`src/rtl/loader_defs.sv`:
```
// Shared definitions for the boot-time ROM loader: state encodings, field
// widths, and the default ROM address width (matches CPU pc width).
package loader_defs;

  localparam int unsigned ROM_AW_DEFAULT = 15;
  localparam int unsigned BYTE_W         = 8;
  localparam int unsigned WORD_W         = 16;
  localparam int unsigned STATE_W        = 4;

  localparam logic [STATE_W-1:0] ST_IDLE   = 4'd0;
  localparam logic [STATE_W-1:0] ST_HDR_HI = 4'd1;
  localparam logic [STATE_W-1:0] ST_HDR_LO = 4'd2;
  localparam logic [STATE_W-1:0] ST_W_HI   = 4'd3;
  localparam logic [STATE_W-1:0] ST_W_LO   = 4'd4;
  localparam logic [STATE_W-1:0] ST_CK_HI  = 4'd5;
  localparam logic [STATE_W-1:0] ST_CK_LO  = 4'd6;
  localparam logic [STATE_W-1:0] ST_RUN    = 4'd7;
  localparam logic [STATE_W-1:0] ST_ERROR  = 4'd8;

  // Byte-receiving states: every stream field is a hi/lo byte pair.
  function automatic logic is_rx_state(input logic [STATE_W-1:0] s);
    return (s == ST_HDR_HI) || (s == ST_HDR_LO) || (s == ST_W_HI) ||
           (s == ST_W_LO)   || (s == ST_CK_HI)  || (s == ST_CK_LO);
  endfunction

  function automatic logic is_hi_state(input logic [STATE_W-1:0] s);
    return (s == ST_HDR_HI) || (s == ST_W_HI) || (s == ST_CK_HI);
  endfunction

endpackage

```
`src/rtl/word_assembler.sv`:
```
// Big-endian byte pair to 16-bit word: latches the high byte, then presents
// {hi, lo} combinationally with a strobe on the low-byte transfer.
module word_assembler
  import loader_defs::*;
(
  input  logic              clk,
  input  logic              rst_n,
  input  logic [BYTE_W-1:0] data,
  input  logic              take_hi,
  input  logic              take_lo,
  output logic [WORD_W-1:0] word,
  output logic              word_stb
);

  logic [BYTE_W-1:0] hi_q;

  always_ff @(posedge clk or negedge rst_n) begin
    if (!rst_n) begin
      hi_q <= '0;
    end else if (take_hi) begin
      hi_q <= data;
    end
  end

  assign word     = {hi_q, data};
  assign word_stb = take_lo;

endmodule

```
`src/rtl/rom_loader.sv`:
```
// Boot loader: receives count/words/checksum byte stream, writes the
// instruction ROM, verifies the checksum and releases the CPU from reset.
module rom_loader
  import loader_defs::*;
#(
  parameter int unsigned ROM_AW = ROM_AW_DEFAULT
) (
  input  logic              clk,
  input  logic              rst_n,
  input  logic              load_req,
  input  logic [7:0]        rx_data,
  input  logic              rx_valid,
  output logic              rx_ready,
  input  logic [ROM_AW-1:0] pc,
  output logic [ROM_AW-1:0] rom_addr,
  output logic [15:0]       rom_wdata,
  output logic              rom_we,
  output logic              cpu_reset,
  output logic              busy,
  output logic              done,
  output logic              err,
  output logic [ROM_AW-1:0] words_loaded
);

  localparam logic [ROM_AW:0] CNT_ONE = {{ROM_AW{1'b0}}, 1'b1};

  logic [STATE_W-1:0] state;
  logic [ROM_AW:0]    cnt;
  logic [ROM_AW:0]    cnt_inc;
  logic [WORD_W-1:0]  n_words;
  logic [WORD_W-1:0]  acc;
  logic [ROM_AW-1:0]  waddr;
  logic               hs;
  logic               take_hi;
  logic               take_lo;
  logic [WORD_W-1:0]  asm_word;
  logic               asm_stb;
  logic               hdr_bad;
  logic               last_word;

  assign rx_ready = is_rx_state(state);
  assign hs       = rx_valid & rx_ready;
  assign take_hi  = hs & is_hi_state(state);
  assign take_lo  = hs & ~is_hi_state(state);

  word_assembler u_asm (
    .clk      (clk),
    .rst_n    (rst_n),
    .data     (rx_data),
    .take_hi  (take_hi),
    .take_lo  (take_lo),
    .word     (asm_word),
    .word_stb (asm_stb)
  );

  assign cnt_inc   = cnt + CNT_ONE;
  assign last_word = (32'(cnt_inc) == 32'(n_words));
  assign hdr_bad   = (asm_word == '0) || (32'(asm_word) > (32'd1 << ROM_AW));

  always_ff @(posedge clk or negedge rst_n) begin
    if (!rst_n) begin
      state     <= ST_IDLE;
      cnt       <= '0;
      n_words   <= '0;
      acc       <= '0;
      waddr     <= '0;
      rom_we    <= 1'b0;
      rom_wdata <= '0;
    end else begin
      rom_we <= 1'b0;
      case (state)
        ST_IDLE: begin
          cnt   <= '0;
          acc   <= '0;
          waddr <= '0;
          state <= ST_HDR_HI;
        end
        ST_HDR_HI: if (take_hi) state <= ST_HDR_LO;
        ST_HDR_LO: begin
          if (asm_stb) begin
            n_words <= asm_word;
            state   <= hdr_bad ? ST_ERROR : ST_W_HI;
          end
        end
        ST_W_HI: if (take_hi) state <= ST_W_LO;
        ST_W_LO: begin
          if (asm_stb) begin
            rom_we    <= 1'b1;
            rom_wdata <= asm_word;
            waddr     <= cnt[ROM_AW-1:0];
            acc       <= acc + asm_word;
            cnt       <= cnt_inc;
            state     <= last_word ? ST_CK_HI : ST_W_HI;
          end
        end
        ST_CK_HI: if (take_hi) state <= ST_CK_LO;
        ST_CK_LO: begin
          if (asm_stb) state <= (asm_word == acc) ? ST_RUN : ST_ERROR;
        end
        ST_RUN, ST_ERROR: begin
          // Clear on the exit edge so words_loaded already reads 0 in IDLE.
          if (load_req) begin
            cnt   <= '0;
            acc   <= '0;
            state <= ST_IDLE;
          end
        end
        default: state <= ST_IDLE;
      endcase
    end
  end

  assign words_loaded = cnt[ROM_AW-1:0];
  assign rom_addr     = (state == ST_RUN) ? pc : waddr;
  assign cpu_reset    = (state != ST_RUN);
  assign busy         = (state == ST_IDLE) || is_rx_state(state);
  assign done         = (state == ST_RUN);
  assign err          = (state == ST_ERROR);

endmodule

```
`config.mk`:
```
export PLATFORM = sky130hd
export DESIGN_NAME = rom_loader
export DESIGN_NICKNAME = d
export VERILOG_FILES = /design/src/rtl/loader_defs.sv /design/src/rtl/word_assembler.sv /design/src/rtl/rom_loader.sv
export SDC_FILE = /design/constraint.sdc
export NUM_CORES = 1
export LEC_CHECK = 0
export BUFFER_PORTS_ARGS = -buffer_cell sky130_fd_sc_hd__buf_2
export CAP_MARGIN = 20
export CORE_AREA = 2 2 122 124
export DETAILED_ROUTE_END_ITERATION = 8
export DIE_AREA = 0 0 124 126
export SYNTH_ARGS = -nofsm -noshare
export SYNTH_HDL_FRONTEND = slang
export SYNTH_SLANG_ARGS = --single-unit
```
`constraint.sdc`:
```
create_clock -name clk -period 3.1 [get_ports clk]
set_input_delay 0.93 -clock clk [delete_from_list [all_inputs] [get_ports clk]]
set_output_delay 0.93 -clock clk [all_outputs]
set_load 0.01 [all_outputs]
```
# Yosys cells after proc, flatten, opt, wreduce, memory -nomap -nowiden
# Index checks and enable logic that the tools add are counted.
[totals]
ff_bits = 92
inputBits = 27
output_inout_bits = 52
word_cells = 73
[op_classes]
addsub = 2
order_cmp = 1
eq_ne = 18
muxes = 21
bitwise_logic = 4
reduce_logical = 19
[ops]
columns = ["operator", "n"]
rows = [
  ["$pmux W16 S3", 2],
  ["$mux W16", 3],
  ["$mux W4", 9],
  ["$eq A16 B16 Y1", 2],
  ["$pmux W4 S8", 1],
  ["$mux W15", 2],
  ["$pmux W15 S2", 1],
  ["$add A16 B1 Y16 const B", 1],
  ["$add A16 B16 Y16", 1],
  ["$eq A4 B3 Y1 const B", 4],
  ["$gt A16 B16 Y1 const B", 1],
  ["$logic_not A16 Y1", 1],
  ["$ne A2 B2 Y1 const B", 7],
  ["$logic_or A1 B1 Y1", 9],
  ["$eq A4 B2 Y1 const B", 2],
  ["$reduce_and A7 Y1", 1],
  ["$reduce_and A2 Y1", 3],
  ["$eq A4 B1 Y1 const B", 1],
  ["$eq A4 B4 Y1 const B", 1],
  ["$logic_not A4 Y1", 1],
  ["$ne A4 B3 Y1 const B", 1],
  ["$and A1 B1 Y1", 3],
  ["$mux W3", 1],
  ["$reduce_and A3 Y1", 1],
  ["5 further kinds", 6],
]

# Logic depth before layout (Yosys ltp)
[logic_depth]
depth_word = 10
ltp_mapped = 10
ltp_nobuf = 9

# Modules after synthesis
# From an unflattened synthesis, not the netlist that was laid out.
[hier_totals]
cells_unflattened = 573
hier_area_um2 = 5321.4
[modules_own_cells]
columns = ["module", "n_inst", "cells_per_inst", "area_each_um2", "seq_area_each_um2"]
rows = [
  ["rom_loader", 1, 547, 4922.2, 2102.0],
  ["word_assembler", 1, 26, 399.1, 200.2],
]

# Worst setup path after synthesis
# Ideal clock, no wire load.
[synth_path]
kind = "input -> register"
start = "input rx_data[0]"
end = "register acc[14]"
arrival_time_ps = 2601
setup_slack_ps = 363
path_stages = 9
path_buffers = 0
path_cell_list = "ha_1 > fa_1 > a21o_1 > a21o_1 > a21oi_1 > o21a_1 > o21ai_1 > a22oi_1 > o211ai_1"
[synth_between]
elab_chain_cells = 3
[synth_rtl]
columns = ["item", "line", "rtl"]
rows = [
  ["start, declared", "rom_loader.sv:11", "input logic [7:0] rx_data,"],
  ["$add A16 B16 Y16", "rom_loader.sv:91", "acc <= acc + asm_word;"],
  ["$mux W16", "rom_loader.sv:87", "if (asm_stb) begin"],
  ["$pmux W16 S3", "rom_loader.sv:71", "case (state)"],
  ["end signal, assigned", "rom_loader.sv:91", ""],
  ["end, declared", "rom_loader.sv:31", "logic [WORD_W-1:0] acc;"],
]
# No other way between the ends. The select of a mux whose other input is x is not followed.
# A chain may end at the register's enable or synchronous reset.

# Worst setup path after layout
[layout_path]
start = "register state[1]"
end = "output rom_addr[11]"
[layout_between]
elab_chain_cells = 2
[layout_rtl]
columns = ["item", "line", "rtl"]
rows = [
  ["start, declared", "rom_loader.sv:27", "logic [STATE_W-1:0] state;"],
  ["start signal, assigned", "rom_loader.sv:82", "state <= hdr_bad ? ST_ERROR : ST_W_HI;"],
  ["start signal, assigned", "rom_loader.sv:93", "state <= last_word ? ST_CK_HI : ST_W_HI;"],
  ["start signal, assigned", "rom_loader.sv:98", "if (asm_stb) state <= (asm_word == acc) ? ST_RUN : ST_ERROR;"],
  ["$eq A4 B3 Y1", "rom_loader.sv:114", "assign rom_addr = (state == ST_RUN) ? pc : waddr;"],
  ["$mux W15", "rom_loader.sv:114", ""],
  ["end, declared", "rom_loader.sv:15", "output logic [ROM_AW-1:0] rom_addr,"],
]
# No other way between the ends.

==> metrics.md <==
| Metric | Value |
|---|---|
| Clk sinks | 92 |
| IO Pins | between 70 and 80 |
| Worst IR drop on VDD | approximately 0.34 mV |
| Synthesized net count | 630 |
| CP startpoint kind | flip-flop |
| Clk buf depth | 2 |
| Top cell type's share of synthesized area | a little over two fifths |
| Final nets | roughly 680 |
| Row count | between 40 and 50 |
| Routed length per instance | around 16 um |
| Ys flop type | dfrtp_1 |
| Area Growth Syn to Fin | 14.86% |
| Crit-path slowest cell | dfrtp_1 |
| Crit share post-route | 89.08% |
| CP arrival | 1.83 ns |
| First-pass GRT wire length | around 21,000 um |
| Hpwl dp | between 9000 and 10,000 um |
| Clock Latency Late Sink | around 0.34 ns |
| Crit path buf inv count | 2 |
| Worst r2r dst | state[1]$_DFFE_PN0P_ |
| Min Clock Period, post-route | approximately 2.8 ns |
| Async S/R FF share, synth | 100.0% |
| Via/cell ratio | 5.369 |
| Post CTS Setup Buffer Count | 0 |
| Hold path startpoint | rom_wdata[11]$_DFFE_PN0P_ |
| Fin Setup TNS | 0 ns |
| DRT iter0 DRCs | around 270 |
| Slew HR | 69.41% |
| Final Skew | about 0.0058 ns |
| Sequential share of the synthesized area | 43.25% |
| Number of inserted diodes | 0 |
| Fmax | 362.1 MHz |
| Antenna Violating Nets Remaining | 0 |
| Tot GR Track Use | ~17% |
| CTS tree | yes |
| Initial antenna violation count | 0 |
| Top cells by area, synth | dfrtp_1 (43%), nand2_1 (9.7%), mux2_2 (5.1%) |
| R2R setup slack | about 0.70 ns |
| Min-Delay Endpoint | rom_wdata[11]$_DFFE_PN0P_ |
| Pwr dens | ~800 mW/mm^2 |
| Number of global-route vias before repair | about 4,200 |
| Post-synthesis instance area | ~0.0053 sq mm |
| Die height | roughly 130 um |
| Final slew viol count | 0 |
| Kind of critical path | flip-flop to output port |
| Yosys reg bits | ~90 |
| Mapped Avg Cell Area | ~9 sq um |
| Port bufs | between 70 and 80 |
| Hold buffer count at cts | 0 |
| Synth warnings | 0 |
| Critical path endpoint category | output port |
| CP max stage delay | roughly 0.57 ns |
| EDFF count, synth | 0 |
| CP Depth | 6 |
| Total die area | 0.01562 sq mm |
| Post-cts sizing count | 0 |
| Via Count | 4,451 |
| Core Footprint | approximately 0.014 sq mm |
| Max-cap violation count | 0 |
| Leading cell type by number of instances after synthesis | nand2_1 |
| Setup WS pre-CTS | around 0.040 ns |
| Share of layout cells above drive strength 1 | 22.33% |
| Mapped Cells | roughly 600 |
| CP required | ~2.2 ns |
| Final hold violation count | 0 |
| Root Buffer | clkbuf_16 |
| Gpl congestion | between 0.8 and 0.9 |
| Lkg Pwr | roughly 3 nW |
| Clock-pin slew on the worst setup and hold paths | roughly 0.070 ns |
| Worst hold path stage count | 2 |
| Most common cell on crit path | nand2_1 |
| Die width | around 120 um |
| DRC viols | 0 |
| RSZ-0062 raised after global routing | false |
| Clock H-tree levels | 3 |
| Status | finished clean |
| Largest net degree at the start of global routing | 40 |
| Hold Path Class | flip-flop to flip-flop |
| Initial Utilization | ~37% |
| Crit-path leading delay family | flip-flops |
| Setup violators final | 0 |
| Cell Chain, Critical Path | nand3_1 > nand2b_1 > inv_2 > nand2_1 > nand2_1 > buf_2 |
| TritonCTS buffer count | 9 |
| Worst setup margin | roughly 0.34 ns |
| RR Startpoint | cnt[0]$_DFFE_PN0P_ |
| GRT overflow | 0 |
| Final wirelength | 13,050 um |
| Worst Max-Slew Pin Slew | ~0.46 ns |
| Cell taking the most area after synthesis | dfrtp_1 |
| Commonest cells in the netlist | nand2_1 (138), dfrtp_1 (92), o21ai_0 (46) |
| TritonRoute pass-1 iters | 4 |
| Synth cell types | 64 |
| CP max FO | 17 |
| R2R cell count | 8 |
per-stage QoR:
step | util [%] | instances | cell area [sq um] | hold slack [ns] | total power [mW]
after floorplan | - | 586 | 5323 | 0.4538 | 3.224
after global placement | 40.53 | 813 | 5802 | 0.4551 | 3.818
after detailed placement | 40.53 | 813 | 5802 | 0.4619 | 3.865
after CTS | 42.71 | 829 | 6113 | 0.4779 | 5.033
after global routing | 42.71 | 829 | 6113 | 0.5157 | 5.353
final | 42.71 | 829 | 6113 | 0.4743 | 4.981
cell usage in the layout (no fill, tap or decap), drive strengths merged, types with 7 or more instances in the layout:
master / n
nor3: 14
inv: 12
a21oi: 16
nor2: 29
buf: 90
xnor2: 18
o21ai: 49
nor4: 11
nand3: 10
a21o: 7
nand2: 138
xor2: 18
clkbuf: 11
ha: 16
nand4: 8
mux2: 25
dfrtp: 92
a22o: 18
cell families (layout without fill, tap and decap cells):
family / count (synthesis) / after routing / share of synthesized area [%]
AO/OA/AOI/OAI: 129 / 129 / 15.77
XOR/XNOR: 36 / 36 / 5.924
adder cells (fa/ha/maj): 17 / 17 / 4.137
buffers and inverters: 59 / 118 / 5.571
flip-flops: 92 / 92 / 43.25
multiplexers: 26 / 26 / 5.477
AND/OR/NAND/NOR: 227 / 227 / 19.86
worst reg2reg max path, stage by stage, from the launching register on:
cell      delay [ns]
dfrtp_1         0.48
ha_1            0.33
nand2_1         0.20
nor2_2          0.25
and4_2          0.30
xnor2_1         0.12
nor4_2          0.15
o2111a_1        0.28
o221ai_1        0.14
worst max-delay path by stage:
| stage | end | from |
|---|---|---|
| global route | rom_addr[7] | state[1]$_DFFE_PN0P_ |
| finish | rom_addr[11] | state[1]$_DFFE_PN0P_ |
| detailed placement | acc[14]$_DFFE_PN0P_ | rx_data[0] |
| global placement | acc[14]$_DFFE_PN0P_ | rx_data[0] |
| floorplan | acc[14]$_DFFE_PN0P_ | rx_data[0] |
| CTS | rom_addr[6] | state[1]$_DFFE_PN0P_ |
routing by layer:
layer | part of all wire, % | GRT usage (%) | up-vias
met5 | 0 | 0 | -
met2 | 47 | 28.57 | 136
li1 | - | - | 2150
met4 | 1.8 | 5.089 | 0
met3 | 5.2 | 4.031 | 18
met1 | 46 | 22.97 | 2147
registers in the layout (all words and copies together), names as in the netlist:
name,flops
acc,16
rom_wdata,16
cnt,16
rom_we,1
u_asm.hi_q,8
state,4
waddr,15
n_words,16
where the power goes:
part / internal, mW / switching [mW]
logic: 0.848 / 1.10
registers: 1.53 / 0.354
clock network: 0.670 / 0.473
layout make-up:
type                    instances  area [sq um]
repair buffers                 90         495.5
clock inverters                 5         58.81
multi-input cells             435          2729
flip-flops and latches         92          2302
fillers                      1431          8200
well taps                     184         230.2
inverters                      12         45.04
clock buffers                  11         252.7
(Power assumes the default switching activity.)
